`config.mk`:
```
export PLATFORM = sky130hd
export DESIGN_NAME = scan_decoder
export DESIGN_NICKNAME = d
export VERILOG_FILES = /design/src/rtl/scan_decoder_pkg.sv /design/src/rtl/scan_dwell_timer.sv /design/src/rtl/scan_decoder.sv
export SDC_FILE = /design/constraint.sdc
export NUM_CORES = 1
export LEC_CHECK = 0
export CAP_MARGIN = 20
export CORE_MARGIN = 2
export CORE_UTILIZATION = 35
export CTS_CLUSTER_DIAMETER = 100
export CTS_CLUSTER_SIZE = 40
export DETAILED_ROUTE_END_ITERATION = 8
export PLACE_DENSITY = 0.63
export SLEW_MARGIN = 5
export SYNTH_ARGS = -nofsm -noshare
export SYNTH_HDL_FRONTEND = slang
export SYNTH_SLANG_ARGS = --single-unit
```
`constraint.sdc`:
```
create_clock -name clk -period 2.2 [get_ports clk]
set_clock_uncertainty 0.2 [all_clocks]
set_input_delay 0.44 -clock clk [delete_from_list [all_inputs] [get_ports clk]]
set_output_delay 0.44 -clock clk [all_outputs]
set_load 0.02 [all_outputs]
```
`src/rtl/scan_decoder_pkg.sv`:
```
// Shared mode constants and FSM state encoding for scan_decoder.
package scan_decoder_pkg;

   localparam logic MODE_DIRECT = 1'b0;
   localparam logic MODE_SCAN   = 1'b1;

   typedef enum logic [1:0] {
      ST_IDLE   = 2'd0,
      ST_DIRECT = 2'd1,
      ST_SCAN   = 2'd2
   } state_t;

endpackage

```
`src/rtl/scan_dwell_timer.sv`:
```
// Dwell counter for scan_decoder: counts 0..DWELL-1 while run is high,
// flags the terminal count and restarts on clear.
module scan_dwell_timer #(
   parameter int unsigned DWELL = 4
) (
   input  logic clk,
   input  logic rst,
   input  logic clear,
   input  logic run,
   output logic expire
);

   localparam int unsigned CW = (DWELL > 1) ? $clog2(DWELL) : 1;
   localparam logic [CW-1:0] LAST = CW'(DWELL - 1);

   logic [CW-1:0] cnt;

   // Ungated terminal count; the owner qualifies it with its own run term
   // so the run/expire pair never forms a combinational loop.
   assign expire = (cnt == LAST);

   always_ff @(posedge clk) begin
      if (rst || clear) begin
         cnt <= '0;
      end else if (run) begin
         if (expire) cnt <= '0;
         else        cnt <= cnt + CW'(1);
      end
   end

endmodule

```
`src/rtl/scan_decoder.sv`:
```
// Registered binary-to-one-hot decoder with direct-load and auto-scan modes.
// Define SCAN_DECODER_ACTIVE_LOW_EN for active-low (one-cold) line output.
module scan_decoder
   import scan_decoder_pkg::*;
#(
   parameter int unsigned SEL_W = 4,
   parameter int unsigned DWELL = 4
) (
   input  logic                  clk,
   input  logic                  rst,
   input  logic                  en,
   input  logic                  mode,
   input  logic                  load,
   input  logic [SEL_W-1:0]      sel,
   output logic [(1<<SEL_W)-1:0] line,
   output logic [SEL_W-1:0]      idx,
   output logic                  wrap
);

   localparam int unsigned OUT_W = 1 << SEL_W;

`ifdef SCAN_DECODER_ACTIVE_LOW_EN
   localparam logic [OUT_W-1:0] LINE_OFF = '1;
`else
   localparam logic [OUT_W-1:0] LINE_OFF = '0;
`endif

   state_t             state, state_d;
   logic [SEL_W-1:0]   idx_d;
   logic               wrap_d;
   logic [OUT_W-1:0]   hot;
   logic [OUT_W-1:0]   line_d;
   logic               clr;
   logic               run;
   logic               expire;

   scan_dwell_timer #(.DWELL(DWELL)) u_timer (
      .clk    (clk),
      .rst    (rst),
      .clear  (clr),
      .run    (run),
      .expire (expire)
   );

   always_comb begin
      state_d = state;
      idx_d   = idx;
      wrap_d  = 1'b0;
      clr     = 1'b0;
      run     = 1'b0;
      if (!en) begin
         state_d = ST_IDLE;
      end else if (load) begin
         idx_d   = sel;
         clr     = 1'b1;
         state_d = (mode == MODE_SCAN) ? ST_SCAN : ST_DIRECT;
      end else begin
         case (state)
            ST_DIRECT: begin
               if (mode == MODE_SCAN) begin
                  state_d = ST_SCAN;
                  clr     = 1'b1;
               end
            end
            ST_SCAN: begin
               if (mode == MODE_DIRECT) begin
                  state_d = ST_DIRECT;
               end else begin
                  run = 1'b1;
                  if (expire) begin
                     idx_d  = idx + SEL_W'(1);
                     wrap_d = &idx;
                  end
               end
            end
            default: ;
         endcase
      end
   end

   always_comb begin
      hot        = '0;
      hot[idx_d] = 1'b1;
      if (state_d == ST_IDLE) begin
         line_d = LINE_OFF;
      end else begin
`ifdef SCAN_DECODER_ACTIVE_LOW_EN
         line_d = ~hot;
`else
         line_d = hot;
`endif
      end
   end

   always_ff @(posedge clk) begin
      if (rst) begin
         state <= ST_IDLE;
         idx   <= '0;
         wrap  <= 1'b0;
         line  <= LINE_OFF;
      end else begin
         state <= state_d;
         idx   <= idx_d;
         wrap  <= wrap_d;
         line  <= line_d;
      end
   end

endmodule

```
== Yosys cells after proc, flatten, opt, wreduce, memory -nomap -nowiden ==
Index checks and enable logic that the tools add are counted.

* Word-level logic and storage cells: 43
* Input port bits: 9
* Output and inout port bits: 21
* Bits in registers: 25

* Order comparisons: 2
* Bitwise logic cells: 4
* Add/subtract/negate cells: 2
* Reduce and logical (&&, ||, !) cells: 6
* Equality and inequality tests: 3
* Muxes and demuxes: 21

{| class="wikitable"
|+ Operators with widths
! kind !! number
|-
| 4-bit 2-to-1 mux || 5
|-
| 2-bit 2-to-1 mux || 6
|-
| 1-bit 2-to-1 mux || 8
|-
| 6-bit OR reduction || 1
|-
| 4-bit by 5-bit less-than comparator with 1-bit output, second input constant || 1
|-
| 4-bit by 1-bit adder with 4-bit output, second input constant || 1
|-
| 1-bit demux with 4-bit select || 1
|-
| 2-bit == test, second input constant || 2
|-
| 4-bit by 1-bit greater-or-equal comparator with 1-bit output, second input constant || 1
|-
| 1-bit inverter || 4
|-
| 2-bit one-hot mux with 2 select lines || 1
|-
| 4-bit AND reduction || 1
|-
| 2-bit by 1-bit adder with 2-bit output, second input constant || 1
|-
| 2-bit by 1-bit == test with 1-bit output, second input constant || 1
|-
| 2-bit logical NOT || 1
|-
| 2-bit OR reduction || 1
|-
| 1-bit logical AND || 1
|-
| 1-bit logical OR || 1
|}

== Longest topological paths before layout ==
Gate-level depths: netlist of run 1.

* Depth in word-level cells: 10
* Mapped depth: 7
* Mapped depth without buffers: 7

== Modules after synthesis ==
A second synthesis of run 1 with hierarchy kept.

* Cells, all modules: 107
* Area, all modules: 1119.8 um^2

{| class="wikitable"
|+ By module, submodules not included
! module !! cells each !! area each (um^2) !! instances !! seq. area each (um^2)
|-
| scan_decoder || 99 || 1024.7 || 1 || 460.4
|-
| scan_dwell_timer || 8 || 95.1 || 1 || 40.0
|}

== Worst setup path before layout of run 1 ==
OpenSTA, ideal clock, no wires.

* Path kind: reg2reg
* Start: reg state[0]
* End: reg line[15]
* Library setup time: 74 ps
* Path buffers: 0
* Clock period less this slack: 1874 ps
* Required time: 1926 ps
* Path slack: 326 ps
* Stages on the path, launching flop included: 8
* Data arrival time: 1600 ps
* Cell sequence: dfxtp_1 inv_1 ha_1 nand3_2 o211ai_2 or3b_4 o21bai_4 nor3_2

* Cells in the longest elaborated chain, start to end: 8
* Elaborated cells on any way between the ends: 17
* Those cells by class: order compare (2); eq/ne (2); mux (10); reduce/logical (3)

{| class="wikitable"
|+ Ends and longest elaborated chain
! element !! line !! text
|-
| start, declared || scan_decoder.sv:28 || <nowiki>state_t state, state_d;</nowiki>
|-
| start signal, assigned || scan_decoder.sv:102 || <nowiki>state <= state_d;</nowiki>
|-
| 2-bit == test || scan_decoder.sv:58 || <nowiki>case (state)</nowiki>
|-
| 4-bit 2-to-1 mux || scan_decoder.sv:58 ||
|-
| 4-bit 2-to-1 mux || scan_decoder.sv:53 || <nowiki>end else if (load) begin</nowiki>
|-
| 4-bit 2-to-1 mux || scan_decoder.sv:51 || <nowiki>if (!en) begin</nowiki>
|-
| 4-bit by 5-bit less-than comparator with 1-bit output (not written as such) / 4-bit by 1-bit greater-or-equal comparator with 1-bit output (equally long branches) || scan_decoder.sv:83 || <nowiki>hot[idx_d] = 1'b1;</nowiki>
|-
| 1-bit logical AND (not written as such) || scan_decoder.sv:83 ||
|-
| 1-bit 2-to-1 mux (not written as such) || scan_decoder.sv:83 ||
|-
| 1-bit demux with 4-bit select || scan_decoder.sv:83 ||
|-
| end signal, assigned || scan_decoder.sv:105 || <nowiki>line <= line_d;</nowiki>
|-
| end, declared || scan_decoder.sv:15 || <nowiki>output logic [(1<<SEL_W)-1:0] line,</nowiki>
|}

Several ways; a longest one is shown, not always the timed one.
A chain may end at the register's enable or synchronous reset.

== Worst setup path after layout of run 1 ==
* Start: reg state[0]
* End: reg line[3]

Same word-level chain as after synthesis.

==> metrics.md, run 1 <==
| Metric | Value |
|---|---|
| Status | `complete, but fails checks` |
| Failing checks | `DRC` |
| Number of synthesized register bits | `25` |
| Ys flop type | `dfxtp_1` |
| Commonest non-fill, non-tap cell in the layout | `clkdlybuf4s50_1` |
| Number of global-route vias before repair | `953` |
| Final core utilization | `54.8%` |
| Synthesized area | `1040 um2` |
| Min-Delay Endpoint | `u_timer.cnt[1]` |
| Crit path cell chain | `inv_1, ha_2, inv_1, a221oi_1, o31ai_2, o21ai_2, nor3_1` |
| Syn Inst Count | `106` |
| Final Hold Fails | `0` |
| Hold Path Depth | `2` |
| Worst Setup Slack, final | `0.115 ns` |
| Most frequent cells in the layout | `28 x clkdlybuf4s50_1, 23 x dfxtp_1, 15 x nor3_1, 15 x buf_4` |
| Max Cap Viol | `0` |
| Placement Setup Slack | `-0.258 ns` |
| Core area | `2810 um2` |
| Yosys cell types | `35` |
| R2r startpoint | `state[0]` |
| Fin cells | `between 150 and 200` |
| Latest clock arrival within the worst-skew pair | `0.32 ns` |
| Total wire length | `2460 um` |
| Crit path max-delay cell type | `dfxtp_1` |
| Die H | `~59 um` |
| Power density cells | `539 nW/um2` |
| Largest net degree at the start of global routing | `16` |
| I/O pin total | `30` |
| Max Clk Rate | `0.480 GHz` |
| Grt total ovfl | `0` |
| Initial Util | `37.2%` |
| Ant. Diodes | `0` |
| Placement Rows | `19` |
| CP Max Fanout | `8` |
| Yosys top cell by area | `dfxtp_1` |
| Area growth, synth to finish | `47.4%` |
| Global-route wire length before repair | `slightly above 4000 um` |
| Area contributors post-synth | `dfxtp_1 48%, nor3_1 7.2%, ha_1 4.8%, nand2b_1 2.4%, nand3_1 2.4%` |
| Worst Tran Pin Value | `0.416 ns` |
| Synth top area share | `48.0%` |
| Placed instance area | `1480 um2` |
| Vias/cell | `5.20` |
| Port Buffer Count | `29` |
| Worst EP arrival | `~2.1 ns` |
| Layout cells sized above 1 | `23.7%` |
| Post-CTS Hold Buffers | `0` |
| Antenna violations before repair | `0` |
| DP Wirelength | `1850 um` |
| Hold path startpoint | `u_timer.cnt[1]` |
| Final critical-path share of the clock period | `94.8%` |
| Startpoint types | `flip-flop` |
| Tot GR Track Use | `about 15%` |
| Final Max Tran Viols | `0` |
| CP Capture Type | `flip-flop` |
| Maximum vdd drop | `~440 uV` |
| Yosys warnings | `0` |
| Clk slew on worst S/H paths | `around 0.14 ns` |
| CTS root buf | `clkbuf_4` |
| Reg2Reg Depth | `7` |
| DRC Markers | `2` |
| Drt first-iter violations | `22` |
| # setup viols final | `0` |
| CTS-repair resized insts | `0` |
| Post-CTS Repair Setup Buffers | `0` |
| Vias | `~950` |
| Setup CP Type | `flip-flop to flip-flop` |
| Die area | `roughly 3400 um2` |
| Clk buf depth | `2` |
| Reg2reg setup slack | `0.11 ns` |
| H-tree depth | `1` |
| Final instance area | `1540 um2` |
| Post-synthesis sequential area ratio | `48.0%` |
| Sink Count | `25` |
| CTS Buf Count | `3` |
| Worst endpoint required time | `2.21 ns` |
| Setup crit start | `state[0]` |
| Synth Area per Inst | `9.84 um2` |
| Mapped Nets | `between 100 and 150` |
| Critical path's largest stage delay | `0.42 ns` |
| Asr flop ratio synth | `0%` |
| TritonCTS clock tree | `yes` |
| Slew HR | `72.1%` |
| Min cycle time layout | `2.09 ns` |
| Smallest hold slack | `0.323 ns` |
| Post-synth EDFFs | `0` |
| Inst Count DP | `179` |
| DRT Pass-1 Iters | `6` |
| RD Place Congestion | `0.824` |
| RSZ-0062 raised after global routing | `yes` |
| Most common cell on crit path | `inv_1` |
| RR Endpoint | `line[3]` |
| Leakage | `0.573 nW` |
| WL/cell | `13.5 um` |
| Die Span X | `58.6 um` |
| ANT nets after route | `0` |
| Tot Pwr | `0.828 mW` |
| Hold Path Class | `flip-flop to flip-flop` |
| Final #Nets | `166` |
| Final setup TNS | `0 ns` |
[how the worst max path moves through the flow]
stage	end
floorplan	line[15]
global placement	line[8]
detailed placement	line[12]
CTS	line[12]
global route	line[3]
finish	line[3]
[worst max-delay path, delay by kind of cell (launching register included)]
family                     cells  cell delay (ns)
AOI/OAI and AO/OA              3             0.81
DFF                            1             0.42
adders and majority gates      1             0.34
buffers and inverters          2             0.11
and+or+nand+nor                1             0.09
[cells in the mapped netlist, types with 2 or more instances]
| library cell | n |
|---|---|
| nand2_1 | 5 |
| ha_1 | 4 |
| nor2b_1 | 3 |
| nor4_1 | 2 |
| nand3_1 | 5 |
| buf_2 | 2 |
| inv_1 | 6 |
| nor3_1 | 15 |
| nor2_1 | 6 |
| o221a_2 | 2 |
| dfxtp_1 | 25 |
| nor3_2 | 2 |
| o21ai_0 | 3 |
| nand2b_1 | 4 |
| mux2i_1 | 2 |
[report_power, final]
part	internal [mW]	switching, mW	total (mW)
clock	0.0695	0.138	0.208
combinational	0.0731	0.0768	0.150
sequential	0.462	0.00864	0.471
[sequential cells by signal (all words and copies together) (netlist names)]
name,flops
line,16
idx,4
state,2
u_timer.cnt,2
wrap,1
[metal layers]
layer / GRT usage [%] / share of wire, % / vias up
met4: 6.17 / 1.5 / 0
li1: - / - / 483
met1: 19.4 / 44 / 429
met2: 25.0 / 49 / 34
met5: 0 / 0 / -
met3: 4.40 / 5.1 / 6
[kinds of logic after synthesis]
logic type	share of synthesized area, %
AO/OA/AOI/OAI	18.1
multiplexers	1.92
AND/OR/NAND/NOR	24.1
buffers and inverters	3.12
flip-flops	48.0
adder cells (fa/ha/maj)	4.80
[layout make-up]
type | count | area [um2]
clock buffer | 3 | 22.5
fill | 268 | 1270
tap | 31 | 38.8
sequential | 25 | 503
multi-input combinational | 73 | 538
timing repair buffer | 44 | 405
clock inverter | 1 | 7.51
inverter | 6 | 22.5
Note: power is estimated with default switching activity, not from simulation.
==> run 2, diff against run 1 <==
--- a/config.mk
+++ b/config.mk
@@ -6,11 +6,11 @@
 export NUM_CORES = 1
 export LEC_CHECK = 0
 export CAP_MARGIN = 20
-export CORE_MARGIN = 2
 export CORE_UTILIZATION = 35
 export CTS_CLUSTER_DIAMETER = 100
 export CTS_CLUSTER_SIZE = 40
 export DETAILED_ROUTE_END_ITERATION = 8
+export MAX_ROUTING_LAYER = met4
 export PLACE_DENSITY = 0.63
 export SLEW_MARGIN = 5
 export SYNTH_ARGS = -nofsm -noshare
==> run 2 against run 1 <==
Net effect:
- the run now ends clean
- critical path depth unchanged
- die area down 6.7%
- total power increased by 0.47%
- critical endpoint is now line[15]
- largest cell class unchanged
- largest power group unchanged
==> metrics.md, run 2 (synthesis gave the netlist of run 1 again) <==
| Metric | Value |
|---|---|
| WL/cell | `13.3 um` |
| Cell family with most CP delay | `simple AND/OR/NAND/NOR gates` |
| Min cycle time layout | `2.06 ns` |
| Clk buf depth | `2` |
| CP Capture Type | `flip-flop` |
| Final critical-path share of the clock period | `93.8%` |
| H-tree depth | `1` |
| Area growth, synth to finish | `48.1%` |
| Vias | `949` |
| CP Max Fanout | `8` |
| CTS-repair resized insts | `0` |
| Initial Util | `37.5%` |
| Fin cells | `184` |
| DRT Pass-1 Iters | `4` |
| Final Max Tran Viols | `0` |
| Die Span X | `~57 um` |
| Clock group share of total power | `25.2%` |
| Sink Count | `25` |
| Die area | `3200 um2` |
| I/O pin total | `30` |
| Combinational Power Share | `18.4%` |
| Antenna violations before repair | `0` |
| Post-CTS Repair Setup Buffers | `0` |
| Startpoint types | `input pin` |
| DP Wirelength | `1890 um` |
| Hold Path Class | `flip-flop to flip-flop` |
| Largest Register | `line` |
| Worst Tran Pin Value | `around 0.34 ns` |
| Placement Setup Slack | `-0.208 ns` |
| Ant. Diodes | `0` |
| Critical path's largest stage delay | `between 0.4 and 0.5 ns` |
| Core area | `roughly 2800 um2` |
| Inst Count DP | `180` |
| Tot GR Track Use | `17.8%` |
| Reg power frac | `56.4%` |
| Power density cells | `538 nW/um2` |
| CTS root buf | `clkbuf_4` |
| Die H | `56.6 um` |
| Max Clk Rate | `0.484 GHz` |
| Total wire length | `2440 um` |
| RSZ-0062 raised after global routing | `no` |
| RD Place Congestion | `0.895` |
| Commonest non-fill, non-tap cell in the layout | `clkdlybuf4s50_1` |
| Worst EP arrival | `2.12 ns` |
| Smallest hold slack | `~0.33 ns` |
| Slew HR | `77.1%` |
| Setup CP Type | `input pin to flip-flop` |
| Vias/cell | `5.16` |
| Max FFs per register | `16` |
| WP buf/inv | `2` |
| Crit path max-delay cell type | `clkdlybuf4s50_1` |
| Clk slew on worst S/H paths | `0.14 ns` |
| Placement Rows | `19` |
| Post-CTS Hold Buffers | `0` |
| Drt first-iter violations | `22` |
| # setup viols final | `0` |
| Internal power | `0.607 mW` |
| Leakage | `0.567 nW` |
| DRC Markers | `0` |
| CTS Buf Count | `3` |
| Grt total ovfl | `0` |
| Switching Fraction | `27.0%` |
| Maximum vdd drop | `~550 uV` |
| Crit path cell chain | `clkdlybuf4s50_1, buf_4, nand2_1, o22ai_1, or3b_4, o21bai_4, nor3_2` |
| Worst endpoint required time | `2.26 ns` |
| Final #Nets | `about 170` |
| Switching pwr | `0.225 mW` |
| Port Buffer Count | `29` |
| Global-route wire length before repair | `around 4300 um` |
| Number of global-route vias before repair | `971` |
| TritonCTS clock tree | `yes` |
| Latest clock arrival within the worst-skew pair | `0.32 ns` |
| ANT nets after route | `0` |
| Top Registers | `line: 16 flops, idx: 4 flops` |
| Final Hold Fails | `0` |
| Tot Pwr | `between 0.8 and 0.9 mW` |
| Most frequent cells in the layout | `29 x clkdlybuf4s50_1, 23 x dfxtp_1, 16 x buf_4` |
| Max Cap Viol | `0` |
| Layout cells sized above 1 | `between 20% and 30%` |
| Status | `completed` |
| Worst Setup Slack, final | `~0.14 ns` |
| Largest net degree at the start of global routing | `16` |
-- run 2: routing by layer --
metal	GRT usage (%)	wire length, um	part of all wire (%)	vias up
met2	28.6	1220	50	21
li1	-	-	-	486
met3	5.30	92	3.8	5
met4	6.62	34	1.4	0
met5	-	0	0	-
met1	21.0	1090	45	437
-- run 2: layout make-up --
class	instances	area (um2)
Clock buffer	3	22.5
Sequential cell	25	503
Tap cell	31	38.8
Multi-Input combinational cell	73	541
Timing Repair Buffer	45	410
Clock inverter	1	7.51
Fill cell	261	1240
Inverter	6	22.5
-- run 2: worst paths after layout --
kind                                startpoint             end  slack, ns  cells after the start
worst max-delay path                      load        line[15]       0.14                      7
worst min-delay path            u_timer.cnt[1]  u_timer.cnt[1]       0.33                      2
worst max register to register        state[0]        line[15]       0.14                      7
worst min register to register  u_timer.cnt[1]  u_timer.cnt[1]       0.33                      2
-- run 2: metrics by stage --
stage	cell area, um2	utilization [%]	setup TNS [ns]
CTS	1510	54.4	0
detailed placement	1480	53.3	-2.51
floorplan	1040	-	0
global placement	1480	53.3	-2.14
finish	1550	55.6	0
global route	1550	55.6	0
-- run 2: worst min-delay path, cell delays in order, from the launching register on --
cell     delay, ns
dfxtp_1       0.36
mux2i_1       0.07
nor2_1        0.07
-- run 2: power groups by stage --
stage	Combinational [mW]	Clock (mW)	Sequential, mW
after detailed placement	0.147	0	0.479
final	0.153	0.210	0.470
after global routing	0.165	0.238	0.471
after floorplan	0.0654	0	0.487
after CTS	0.147	0.218	0.469
after global placement	0.144	0	0.478
